`src/rtl/id_stage_pkg.sv`:
```
// Shared decode definitions for the ID stage: opcodes, function fields,
// ALU operation encodings and the registered control payload.
package id_stage_pkg;

  localparam int unsigned INST_W     = 32;
  localparam int unsigned REG_ADDR_W = 5;
  localparam int unsigned ALU_OP_W   = 4;

  // Major opcodes
  localparam logic [6:0] INST_TYPE_I       = 7'b0010011;
  localparam logic [6:0] INST_TYPE_R       = 7'b0110011;
  localparam logic [6:0] INST_TYPE_U_LUI   = 7'b0110111;
  localparam logic [6:0] INST_TYPE_U_AUIPC = 7'b0010111;
  localparam logic [6:0] INST_TYPE_B       = 7'b1100011;
  localparam logic [6:0] INST_JAL          = 7'b1101111;

  // OP / OP-IMM func3
  localparam logic [2:0] INST_ADD  = 3'b000;
  localparam logic [2:0] INST_SLL  = 3'b001;
  localparam logic [2:0] INST_SLT  = 3'b010;
  localparam logic [2:0] INST_SLTU = 3'b011;
  localparam logic [2:0] INST_XOR  = 3'b100;
  localparam logic [2:0] INST_SR   = 3'b101;
  localparam logic [2:0] INST_OR   = 3'b110;
  localparam logic [2:0] INST_AND  = 3'b111;

  // BRANCH func3
  localparam logic [2:0] INST_BEQ  = 3'b000;
  localparam logic [2:0] INST_BNE  = 3'b001;
  localparam logic [2:0] INST_BLT  = 3'b100;
  localparam logic [2:0] INST_BGE  = 3'b101;
  localparam logic [2:0] INST_BLTU = 3'b110;
  localparam logic [2:0] INST_BGEU = 3'b111;

  localparam logic [6:0] FUNC7_BASE = 7'b0000000;
  localparam logic [6:0] FUNC7_ALT  = 7'b0100000;

  typedef enum logic [ALU_OP_W-1:0] {
    ALU_OP_ADD  = 4'd0,
    ALU_OP_SUB  = 4'd1,
    ALU_OP_SLL  = 4'd2,
    ALU_OP_SLT  = 4'd3,
    ALU_OP_SLTU = 4'd4,
    ALU_OP_XOR  = 4'd5,
    ALU_OP_SRL  = 4'd6,
    ALU_OP_SRA  = 4'd7,
    ALU_OP_OR   = 4'd8,
    ALU_OP_AND  = 4'd9,
    ALU_OP_BEQ  = 4'd10,
    ALU_OP_BNE  = 4'd11,
    ALU_OP_BLT  = 4'd12,
    ALU_OP_BGE  = 4'd13,
    ALU_OP_BLTU = 4'd14,
    ALU_OP_BGEU = 4'd15
  } alu_op_e;

  // Non-datapath part of the EX bundle; all-zero is the reset / illegal form
  typedef struct packed {
    logic [REG_ADDR_W-1:0] rd;
    logic                  reg_wen;
    alu_op_e               alu_op;
    logic                  branch;
    logic                  jump;
    logic                  illegal;
  } dec_ctrl_t;

endpackage

```
`src/rtl/id_imm_gen.sv`:
```
// Combinational immediate extraction: I/U/B/J formats sign-extended to XLEN.
module id_imm_gen #(
  parameter int unsigned XLEN = 32
) (
  input  logic [31:0]     inst_i,
  output logic [XLEN-1:0] imm_i_o,
  output logic [XLEN-1:0] imm_u_o,
  output logic [XLEN-1:0] imm_b_o,
  output logic [XLEN-1:0] imm_j_o
);

  logic signed [31:0] imm_i32;
  logic signed [31:0] imm_u32;
  logic signed [31:0] imm_b32;
  logic signed [31:0] imm_j32;

  assign imm_i32 = {{20{inst_i[31]}}, inst_i[31:20]};
  assign imm_u32 = {inst_i[31:12], 12'b0};
  assign imm_b32 = {{20{inst_i[31]}}, inst_i[7], inst_i[30:25], inst_i[11:8], 1'b0};
  assign imm_j32 = {{12{inst_i[31]}}, inst_i[19:12], inst_i[20], inst_i[30:21], 1'b0};

  // Signed 32-bit intermediates sign-extend when XLEN is 64
  assign imm_i_o = XLEN'(imm_i32);
  assign imm_u_o = XLEN'(imm_u32);
  assign imm_b_o = XLEN'(imm_b32);
  assign imm_j_o = XLEN'(imm_j32);

endmodule

```
`src/rtl/id_stage.sv`:
```
// Registered RV32I/RV64I decode stage: decode, register read with write-back
// bypass, and a valid/ready pipeline register towards EX with flush.
module id_stage
  import id_stage_pkg::*;
#(
  parameter int unsigned XLEN   = 32,
  parameter int unsigned ADDR_W = 32
) (
  input  logic                  clk,
  input  logic                  rst_n,
  input  logic [INST_W-1:0]     inst_i,
  input  logic [ADDR_W-1:0]     inst_addr_i,
  input  logic                  in_valid_i,
  output logic                  in_ready_o,
  output logic [REG_ADDR_W-1:0] rs1_addr_o,
  output logic [REG_ADDR_W-1:0] rs2_addr_o,
  input  logic [XLEN-1:0]       rs1_data_i,
  input  logic [XLEN-1:0]       rs2_data_i,
  input  logic                  wb_wen_i,
  input  logic [REG_ADDR_W-1:0] wb_addr_i,
  input  logic [XLEN-1:0]       wb_data_i,
  input  logic                  flush_i,
  output logic                  out_valid_o,
  input  logic                  out_ready_i,
  output logic [INST_W-1:0]     inst_o,
  output logic [ADDR_W-1:0]     inst_addr_o,
  output logic [XLEN-1:0]       op1_o,
  output logic [XLEN-1:0]       op2_o,
  output logic [XLEN-1:0]       imm_o,
  output logic [REG_ADDR_W-1:0] rd_addr_o,
  output logic                  reg_wen_o,
  output logic [ALU_OP_W-1:0]   alu_op_o,
  output logic                  branch_o,
  output logic                  jump_o,
  output logic                  illegal_o
);

  logic [6:0]            opcode;
  logic [2:0]            func3;
  logic [6:0]            func7;
  logic [REG_ADDR_W-1:0] rd;
  logic [XLEN-1:0]       imm_i, imm_u, imm_b, imm_j;
  logic [XLEN-1:0]       pc_ext;
  logic [5:0]            shamt;
  logic                  shift_bad;
  logic [XLEN-1:0]       rs1_val, rs2_val;

  logic [XLEN-1:0]       op1_c, op2_c, imm_c;
  dec_ctrl_t             ctrl_c;

  logic                  load;
  logic                  valid_q, valid_d;
  logic [INST_W-1:0]     inst_q, inst_d;
  logic [ADDR_W-1:0]     addr_q, addr_d;
  logic [XLEN-1:0]       op1_q, op1_d, op2_q, op2_d, imm_q, imm_d;
  dec_ctrl_t             ctrl_q, ctrl_d;

  assign opcode = inst_i[6:0];
  assign func3  = inst_i[14:12];
  assign func7  = inst_i[31:25];
  assign rd     = inst_i[11:7];
  assign pc_ext = XLEN'(inst_addr_i);

  assign shamt     = (XLEN == 64) ? inst_i[25:20] : {1'b0, inst_i[24:20]};
  // Only inst[30] may be set above the shift amount; inst[25] is extra at RV32
  assign shift_bad = inst_i[31] | (|inst_i[29:26]) | ((XLEN == 32) && inst_i[25]);

  id_imm_gen #(.XLEN(XLEN)) u_imm_gen (
    .inst_i  (inst_i),
    .imm_i_o (imm_i),
    .imm_u_o (imm_u),
    .imm_b_o (imm_b),
    .imm_j_o (imm_j)
  );

  // Register file read addresses
  always_comb begin
    rs1_addr_o = '0;
    rs2_addr_o = '0;
    case (opcode)
      INST_TYPE_I: rs1_addr_o = inst_i[19:15];
      INST_TYPE_R, INST_TYPE_B: begin
        rs1_addr_o = inst_i[19:15];
        rs2_addr_o = inst_i[24:20];
      end
      default: ;
    endcase
  end

  // Write-back bypass; x0 is hardwired to zero
  always_comb begin
    rs1_val = '0;
    rs2_val = '0;
    if (rs1_addr_o != '0)
      rs1_val = (wb_wen_i && (wb_addr_i == rs1_addr_o)) ? wb_data_i : rs1_data_i;
    if (rs2_addr_o != '0)
      rs2_val = (wb_wen_i && (wb_addr_i == rs2_addr_o)) ? wb_data_i : rs2_data_i;
  end

  // Decode
  always_comb begin
    op1_c         = '0;
    op2_c         = '0;
    imm_c         = '0;
    ctrl_c        = '0;
    ctrl_c.alu_op = ALU_OP_ADD;
    case (opcode)
      INST_TYPE_I: begin
        op1_c          = rs1_val;
        op2_c          = imm_i;
        ctrl_c.rd      = rd;
        ctrl_c.reg_wen = 1'b1;
        case (func3)
          INST_ADD:  ctrl_c.alu_op = ALU_OP_ADD;
          INST_SLT:  ctrl_c.alu_op = ALU_OP_SLT;
          INST_SLTU: ctrl_c.alu_op = ALU_OP_SLTU;
          INST_XOR:  ctrl_c.alu_op = ALU_OP_XOR;
          INST_OR:   ctrl_c.alu_op = ALU_OP_OR;
          INST_AND:  ctrl_c.alu_op = ALU_OP_AND;
          INST_SLL: begin
            ctrl_c.alu_op  = ALU_OP_SLL;
            op2_c          = XLEN'(shamt);
            ctrl_c.illegal = shift_bad;
          end
          INST_SR: begin
            ctrl_c.alu_op  = inst_i[30] ? ALU_OP_SRA : ALU_OP_SRL;
            op2_c          = XLEN'(shamt);
            ctrl_c.illegal = shift_bad;
          end
          default: ;
        endcase
      end
      INST_TYPE_R: begin
        op1_c          = rs1_val;
        op2_c          = rs2_val;
        ctrl_c.rd      = rd;
        ctrl_c.reg_wen = 1'b1;
        if (func7 == FUNC7_BASE) begin
          case (func3)
            INST_ADD:  ctrl_c.alu_op = ALU_OP_ADD;
            INST_SLL:  ctrl_c.alu_op = ALU_OP_SLL;
            INST_SLT:  ctrl_c.alu_op = ALU_OP_SLT;
            INST_SLTU: ctrl_c.alu_op = ALU_OP_SLTU;
            INST_XOR:  ctrl_c.alu_op = ALU_OP_XOR;
            INST_SR:   ctrl_c.alu_op = ALU_OP_SRL;
            INST_OR:   ctrl_c.alu_op = ALU_OP_OR;
            INST_AND:  ctrl_c.alu_op = ALU_OP_AND;
            default: ;
          endcase
        end else if (func7 == FUNC7_ALT && func3 == INST_ADD) begin
          ctrl_c.alu_op = ALU_OP_SUB;
        end else if (func7 == FUNC7_ALT && func3 == INST_SR) begin
          ctrl_c.alu_op = ALU_OP_SRA;
        end else begin
          ctrl_c.illegal = 1'b1;
        end
      end
      INST_TYPE_U_LUI: begin
        op2_c          = imm_u;
        ctrl_c.rd      = rd;
        ctrl_c.reg_wen = 1'b1;
      end
      INST_TYPE_U_AUIPC: begin
        op1_c          = pc_ext;
        op2_c          = imm_u;
        ctrl_c.rd      = rd;
        ctrl_c.reg_wen = 1'b1;
      end
      INST_JAL: begin
        op1_c          = pc_ext;
        op2_c          = XLEN'(32'd4);
        imm_c          = imm_j;
        ctrl_c.rd      = rd;
        ctrl_c.reg_wen = 1'b1;
        ctrl_c.jump    = 1'b1;
      end
      INST_TYPE_B: begin
        op1_c         = rs1_val;
        op2_c         = rs2_val;
        imm_c         = imm_b;
        ctrl_c.branch = 1'b1;
        case (func3)
          INST_BEQ:  ctrl_c.alu_op = ALU_OP_BEQ;
          INST_BNE:  ctrl_c.alu_op = ALU_OP_BNE;
          INST_BLT:  ctrl_c.alu_op = ALU_OP_BLT;
          INST_BGE:  ctrl_c.alu_op = ALU_OP_BGE;
          INST_BLTU: ctrl_c.alu_op = ALU_OP_BLTU;
          INST_BGEU: ctrl_c.alu_op = ALU_OP_BGEU;
          default:   ctrl_c.illegal = 1'b1;
        endcase
      end
      default: ctrl_c.illegal = 1'b1;
    endcase

    if (ctrl_c.rd == '0) ctrl_c.reg_wen = 1'b0;

    // Illegal instructions travel to EX as an inert bundle so it can trap
    if (ctrl_c.illegal) begin
      op1_c          = '0;
      op2_c          = '0;
      imm_c          = '0;
      ctrl_c         = '0;
      ctrl_c.illegal = 1'b1;
    end
  end

  assign in_ready_o = !valid_q || out_ready_i;
  assign load       = in_valid_i && in_ready_o && !flush_i;

  // Pipeline register next state; flush wins over any transfer
  always_comb begin
    valid_d = valid_q;
    inst_d  = inst_q;
    addr_d  = addr_q;
    op1_d   = op1_q;
    op2_d   = op2_q;
    imm_d   = imm_q;
    ctrl_d  = ctrl_q;
    if (flush_i)         valid_d = 1'b0;
    else if (in_ready_o) valid_d = in_valid_i;
    if (load) begin
      inst_d = inst_i;
      addr_d = inst_addr_i;
      op1_d  = op1_c;
      op2_d  = op2_c;
      imm_d  = imm_c;
      ctrl_d = ctrl_c;
    end
  end

  always_ff @(posedge clk or negedge rst_n) begin
    if (!rst_n) begin
      valid_q <= 1'b0;
      inst_q  <= '0;
      addr_q  <= '0;
      op1_q   <= '0;
      op2_q   <= '0;
      imm_q   <= '0;
      ctrl_q  <= '0;
    end else begin
      valid_q <= valid_d;
      inst_q  <= inst_d;
      addr_q  <= addr_d;
      op1_q   <= op1_d;
      op2_q   <= op2_d;
      imm_q   <= imm_d;
      ctrl_q  <= ctrl_d;
    end
  end

  assign out_valid_o = valid_q;
  assign inst_o      = inst_q;
  assign inst_addr_o = addr_q;
  assign op1_o       = op1_q;
  assign op2_o       = op2_q;
  assign imm_o       = imm_q;
  assign rd_addr_o   = ctrl_q.rd;
  assign reg_wen_o   = ctrl_q.reg_wen;
  assign alu_op_o    = ctrl_q.alu_op;
  assign branch_o    = ctrl_q.branch;
  assign jump_o      = ctrl_q.jump;
  assign illegal_o   = ctrl_q.illegal;

endmodule

```
`config.mk`:
```
export PLATFORM = sky130hd
export DESIGN_NAME = id_stage
export DESIGN_NICKNAME = d
export VERILOG_FILES = /design/src/rtl/id_stage_pkg.sv /design/src/rtl/id_imm_gen.sv /design/src/rtl/id_stage.sv
export SDC_FILE = /design/constraint.sdc
export NUM_CORES = 1
export LEC_CHECK = 0
export ABC_AREA = 1
export CELL_PAD_IN_SITES_DETAIL_PLACEMENT = 1
export CELL_PAD_IN_SITES_GLOBAL_PLACEMENT = 2
export CORE_MARGIN = 2
export CORE_UTILIZATION = 25
export CTS_BUF_LIST = sky130_fd_sc_hd__clkbuf_2 sky130_fd_sc_hd__clkbuf_4 sky130_fd_sc_hd__clkbuf_8
export DETAILED_ROUTE_END_ITERATION = 8
export PLACE_DENSITY_LB_ADDON = 0.05
export SYNTH_ARGS = -nofsm -noshare
export SYNTH_HDL_FRONTEND = slang
export SYNTH_HIERARCHICAL = 1
export SYNTH_SLANG_ARGS = --single-unit
```
`constraint.sdc`:
```
create_clock -name clk -period 1.91 [get_ports clk]
set_input_delay 0.4775 -clock clk [delete_from_list [all_inputs] [get_ports clk]]
set_output_delay 0.4775 -clock clk [all_outputs]
set_load 0.05 [all_outputs]
```
==> out/summary.json <==
{
  "synth_commonest_cells": {"value": "sky130_fd_sc_hd__nand2_1 (665), sky130_fd_sc_hd__dfrtp_1 (174), sky130_fd_sc_hd__inv_1 (157), sky130_fd_sc_hd__buf_4 (135), sky130_fd_sc_hd__nand3_1 (120)"},
  "fmax": {"value": 475.1, "unit": "MHz"},
  "grt.met2_usage": {"value": 36.38, "unit": "%"},
  "clk-insertion-delay-late": {"value": 0.50, "unit": "ns"},
  "clkSinkCount": {"value": 174},
  "drv_slew": {"value": 0},
  "crit-reg2reg-launch": {"value": "out_valid_o"},
  "clock_tree.htree_level_count": {"value": 4},
  "chipHeight": {"value": 210.2, "unit": "um"},
  "layoutNonFillerInstCount": {"value": 2447},
  "io_pins": {"value": 356},
  "synthDominantCellAreaShare": {"value": 40.97, "unit": "%"},
  "failed_checks": {"value": "setup timing"},
  "r2r_cells": {"value": 10},
  "dp.final_hpwl": {"value": 37360, "unit": "um"},
  "tritoncts": {"value": "yes"},
  "holdWs": {"value": 0.2027, "unit": "ns"},
  "clk_root_buffer_cell": {"value": "sky130_fd_sc_hd__clkbuf_8"},
  "design.die.area": {"value": 44170, "unit": "um2"},
  "post_synth_num_cell_types": {"value": 36},
  "port_buffers": {"value": 355},
  "power.combinational.fraction": {"value": 29.0, "unit": "%"},
  "cpMaxStageDelayCell": {"value": "sky130_fd_sc_hd__nor2_4"},
  "most_frequent_cell_after_synthesis": {"value": "sky130_fd_sc_hd__nand2_1"},
  "clock-skew-final": {"value": 0.01190, "unit": "ns"},
  "postSynth.asyncResetShare": {"value": 100.0, "unit": "%"},
  "route.vias.total": {"value": 10877},
  "cts.clk_slew.worst_paths": {"value": 0.10, "unit": "ns"},
  "startpoint_type": {"value": "input pin"},
  "layout_worst_path_cycle_share": {"value": 110.2, "unit": "%"},
  "power-per-cell-area": {"value": 576.4, "unit": "nW/um2"},
  "yosys_register_bits": {"value": 174},
  "via_per_inst": {"value": 4.445},
  "hold-path-cell-count": {"value": 3},
  "track_usage": {"value": 22.51, "unit": "%"},
  "grtUsageMet1": {"value": 30.96, "unit": "%"},
  "worst_ep_required_time": {"value": 1.43, "unit": "ns"},
  "hold_end": {"value": "inst_o[1]"},
  "synthDominantAreaCellType": {"value": "sky130_fd_sc_hd__dfrtp_1"},
  "status": {"value": "finished with violations"},
  "crit_chain": {"value": "buf_4, nand2_4, nor2_4, nand2_4, nand3_4, buf_6, nand2_4, clkinvlp_4, buf_12"},
  "crit_arrival": {"value": 1.63, "unit": "ns"},
  "synth.yosys.seq_area_share": {"value": 40.97, "unit": "%"},
  "critPathBufInv": {"value": 4},
  "crit_type": {"value": "in -> out"},
  "worst-path-max-fanout": {"value": 6},
  "synth.avg_cell_area": {"value": 7.000, "unit": "um2"},
  "dieWidth": {"value": 210.2, "unit": "um"},
  "drive_above_1_share": {"value": 31.23, "unit": "%"},
  "wire_per_inst": {"value": 20.48, "unit": "um"},
  "r2r_end": {"value": "imm_o[11]"},
  "finalPower": {"value": 9.529, "unit": "mW"},
  "hold_start": {"value": "inst_i[1]"},
  "clock_path_buffers": {"value": 2},
  "netlist_top_cells_area": {"value": "sky130_fd_sc_hd__dfrtp_1 (41%), sky130_fd_sc_hd__nand2_1 (23%), sky130_fd_sc_hd__buf_4 (9.5%), sky130_fd_sc_hd__nand3_1 (5.7%), sky130_fd_sc_hd__inv_1 (5.5%)"},
  "synth_cells": {"value": 1518},
  "postLayoutCellArea": {"value": 16530, "unit": "um2"},
  "power_switching": {"value": 3.443, "unit": "mW"},
  "routed_wl": {"value": 50110, "unit": "um"},
  "core_area": {"value": 41950, "unit": "um2"},
  "ys_warn_count": {"value": 6},
  "yosys_most_used_dff": {"value": "sky130_fd_sc_hd__dfrtp_1"},
  "drc": {"value": 0},
  "cp_common_cell": {"value": "sky130_fd_sc_hd__nand2_4"},
  "min_period": {"value": 2.105, "unit": "ns"},
  "grt_setup_unrepaired": {"value": "true"},
  "worstSetupEndpointType": {"value": "output port"},
  "ir_drop_worst_vdd": {"value": 344.8, "unit": "uV"},
  "final_nets": {"value": 2068},
  "final_setup_violation_count": {"value": 74},
  "postPlaceCellArea": {"value": 14780, "unit": "um2"},
  "synth_area": {"value": 10630, "unit": "um2"},
  "power.internal": {"value": 6.086, "unit": "mW"},
  "use_met3": {"value": 4.693, "unit": "%"},
  "crit_path_max_incr_delay": {"value": 0.24, "unit": "ns"},
  "antenna_violations_before_repair": {"value": 7},
  "grt_start_max_net_pins": {"value": 45},
  "place.detailed.instances": {"value": 2366},
  "syn2layout_area_growth": {"value": 55.56, "unit": "%"},
  "initial_utilization": {"value": 25.33, "unit": "%"},
  "final_hold_viol_count": {"value": 0},
  "tritoncts.num_buffers": {"value": 17},
  "swShare": {"value": 36.13, "unit": "%"},
  "busiest_layer_in_global_routing": {"value": "met2"},
  "power_leakage": {"value": 8.747, "unit": "nW"},
  "drt_iter0_drc": {"value": 616},
  "row_count": {"value": 75},
  "share_seq_of_total_power": {"value": 42.2, "unit": "%"},
  "drt_pass1_iterations": {"value": 8},
  "final_antenna_net_count": {"value": 0},
  "drv_cap": {"value": 0},
  "regToRegSetupSlack": {"value": 0.23, "unit": "ns"},
  "wire_length_of_the_first_global_routing_pass": {"value": 73910, "unit": "um"},
  "pwr-share-clk": {"value": 28.8, "unit": "%"},
  "worst_slack": {"value": -0.1948, "unit": "ns"},
  "first_global_vias": {"value": 11451},
  "synth_edf_count": {"value": 0},
  "globalRoute.totalOverflow": {"value": 0},
  "holdCritPathClass": {"value": "in -> reg"},
  "gpl.final_weighted_congestion": {"value": 0.8489},
  "path_delay_family": {"value": "simple AND/OR/NAND/NOR gates"}
}
registers in the layout, indices dropped and copies added, names as in the netlist:
name         cells
branch_o         1
alu_op_o         4
op2_o           32
out_valid_o      1
jump_o           1
inst_o          32
inst_addr_o     32
reg_wen_o        1
imm_o           32
illegal_o        1
rd_addr_o        5
op1_o           32
stage by stage:
| stage | setup slack (ns) | utilization, % | setup TNS (ns) |
|---|---|---|---|
| global route | -0.2617 | 39.41 | -13.69 |
| detailed placement | -1.109 | 35.23 | -116.30 |
| CTS | -0.1965 | 38.00 | -5.273 |
| floorplan | -0.2205 | - | -8.223 |
| global placement | -1.135 | 35.23 | -117.30 |
| finish | -0.1948 | 39.41 | -7.786 |
cell type report:
| class | instances | area, um2 |
|---|---|---|
| sequential | 174 | 4355 |
| fill | 5084 | 25420 |
| antenna | 3 | 7.507 |
| tap | 539 | 674.4 |
| inverter | 162 | 658.1 |
| clock inverter | 13 | 140.1 |
| multi-input combinational | 994 | 5097 |
| timing repair buffer | 544 | 5356 |
| clock buffer | 18 | 241.5 |
cell families after synthesis:
kind of cell	share of synthesized area [%]
AOI/OAI and AO/OA	7.712
DFF	40.97
adders and majority gates	0.4710
other	0.03529
buffers and inverters	18.01
and+or+nand+nor	32.79
worst reg2reg max path, delay by kind of cell (launching register included):
| kind | cells | cell delay, ns |
|---|---|---|
| buffers and inverters | 5 | 0.63 |
| and+or+nand+nor | 5 | 0.56 |
| DFF | 1 | 0.42 |
placed cells by master (no fill, tap or decap), types with 14 or more instances in the layout:
cell / count
sky130_fd_sc_hd__nor2_1: 28
sky130_fd_sc_hd__inv_1: 134
sky130_fd_sc_hd__o21bai_1: 28
sky130_fd_sc_hd__buf_12: 44
sky130_fd_sc_hd__o21ai_0: 33
sky130_fd_sc_hd__buf_6: 21
sky130_fd_sc_hd__nand2_1: 592
sky130_fd_sc_hd__clkdlybuf4s50_1: 152
sky130_fd_sc_hd__nand2_2: 48
sky130_fd_sc_hd__nand2_4: 29
sky130_fd_sc_hd__nor2_2: 15
sky130_fd_sc_hd__dfrtp_1: 173
sky130_fd_sc_hd__nor2_4: 15
sky130_fd_sc_hd__inv_2: 14
sky130_fd_sc_hd__nand3_1: 87
sky130_fd_sc_hd__conb_1: 14
sky130_fd_sc_hd__clkbuf_8: 18
sky130_fd_sc_hd__buf_4: 298
sky130_fd_sc_hd__nand3_2: 33
sky130_fd_sc_hd__a32o_1: 27
power groups by stage:
stage | Sequential, mW | Combinational, mW | Clock [mW]
floorplan | 4.83 | 0.714 | 0
global placement | 4.09 | 2.64 | 0
detailed placement | 4.10 | 2.65 | 0
CTS | 4.03 | 2.71 | 2.88
global route | 4.05 | 2.95 | 3.00
finish | 4.02 | 2.76 | 2.74
worst max-delay path by stage:
stage / startpoint / endpoint / slack (ns) / cells after the start
6_report: inst_i[0] / rs1_addr_o[4] / -0.19 / 9
4_1_cts: inst_i[3] / rs1_addr_o[0] / -0.20 / 10
2_1_floorplan: inst_i[2] / op2_o[10] / -0.22 / 14
3_3_place_gp: inst_i[12] / op1_o[30] / -1.13 / 13
3_5_place_dp: inst_i[0] / op1_o[30] / -1.11 / 15
5_1_grt: inst_i[3] / op2_o[0] / -0.26 / 19
timing repair:
action,4_1_cts,5_1_grt
pin swaps,38,61
gates cloned,8,6
resized for setup,153,119
endpoints found under the hold margin,35,0
buffers inserted,26,11
setup endpoints to repair,117,80
hold buffers,1,0
layer usage:
layer  up-vias  part of all wire (%)  routed length, um
li1       5311                     -                  -
met1      5287                    47              23320
met2       237                    47              23690
met3        34                   4.7               2332
met4         8                   1.4                712
met5         -                  0.11                 54
No activity file was read; power rests on OpenSTA's default activity.
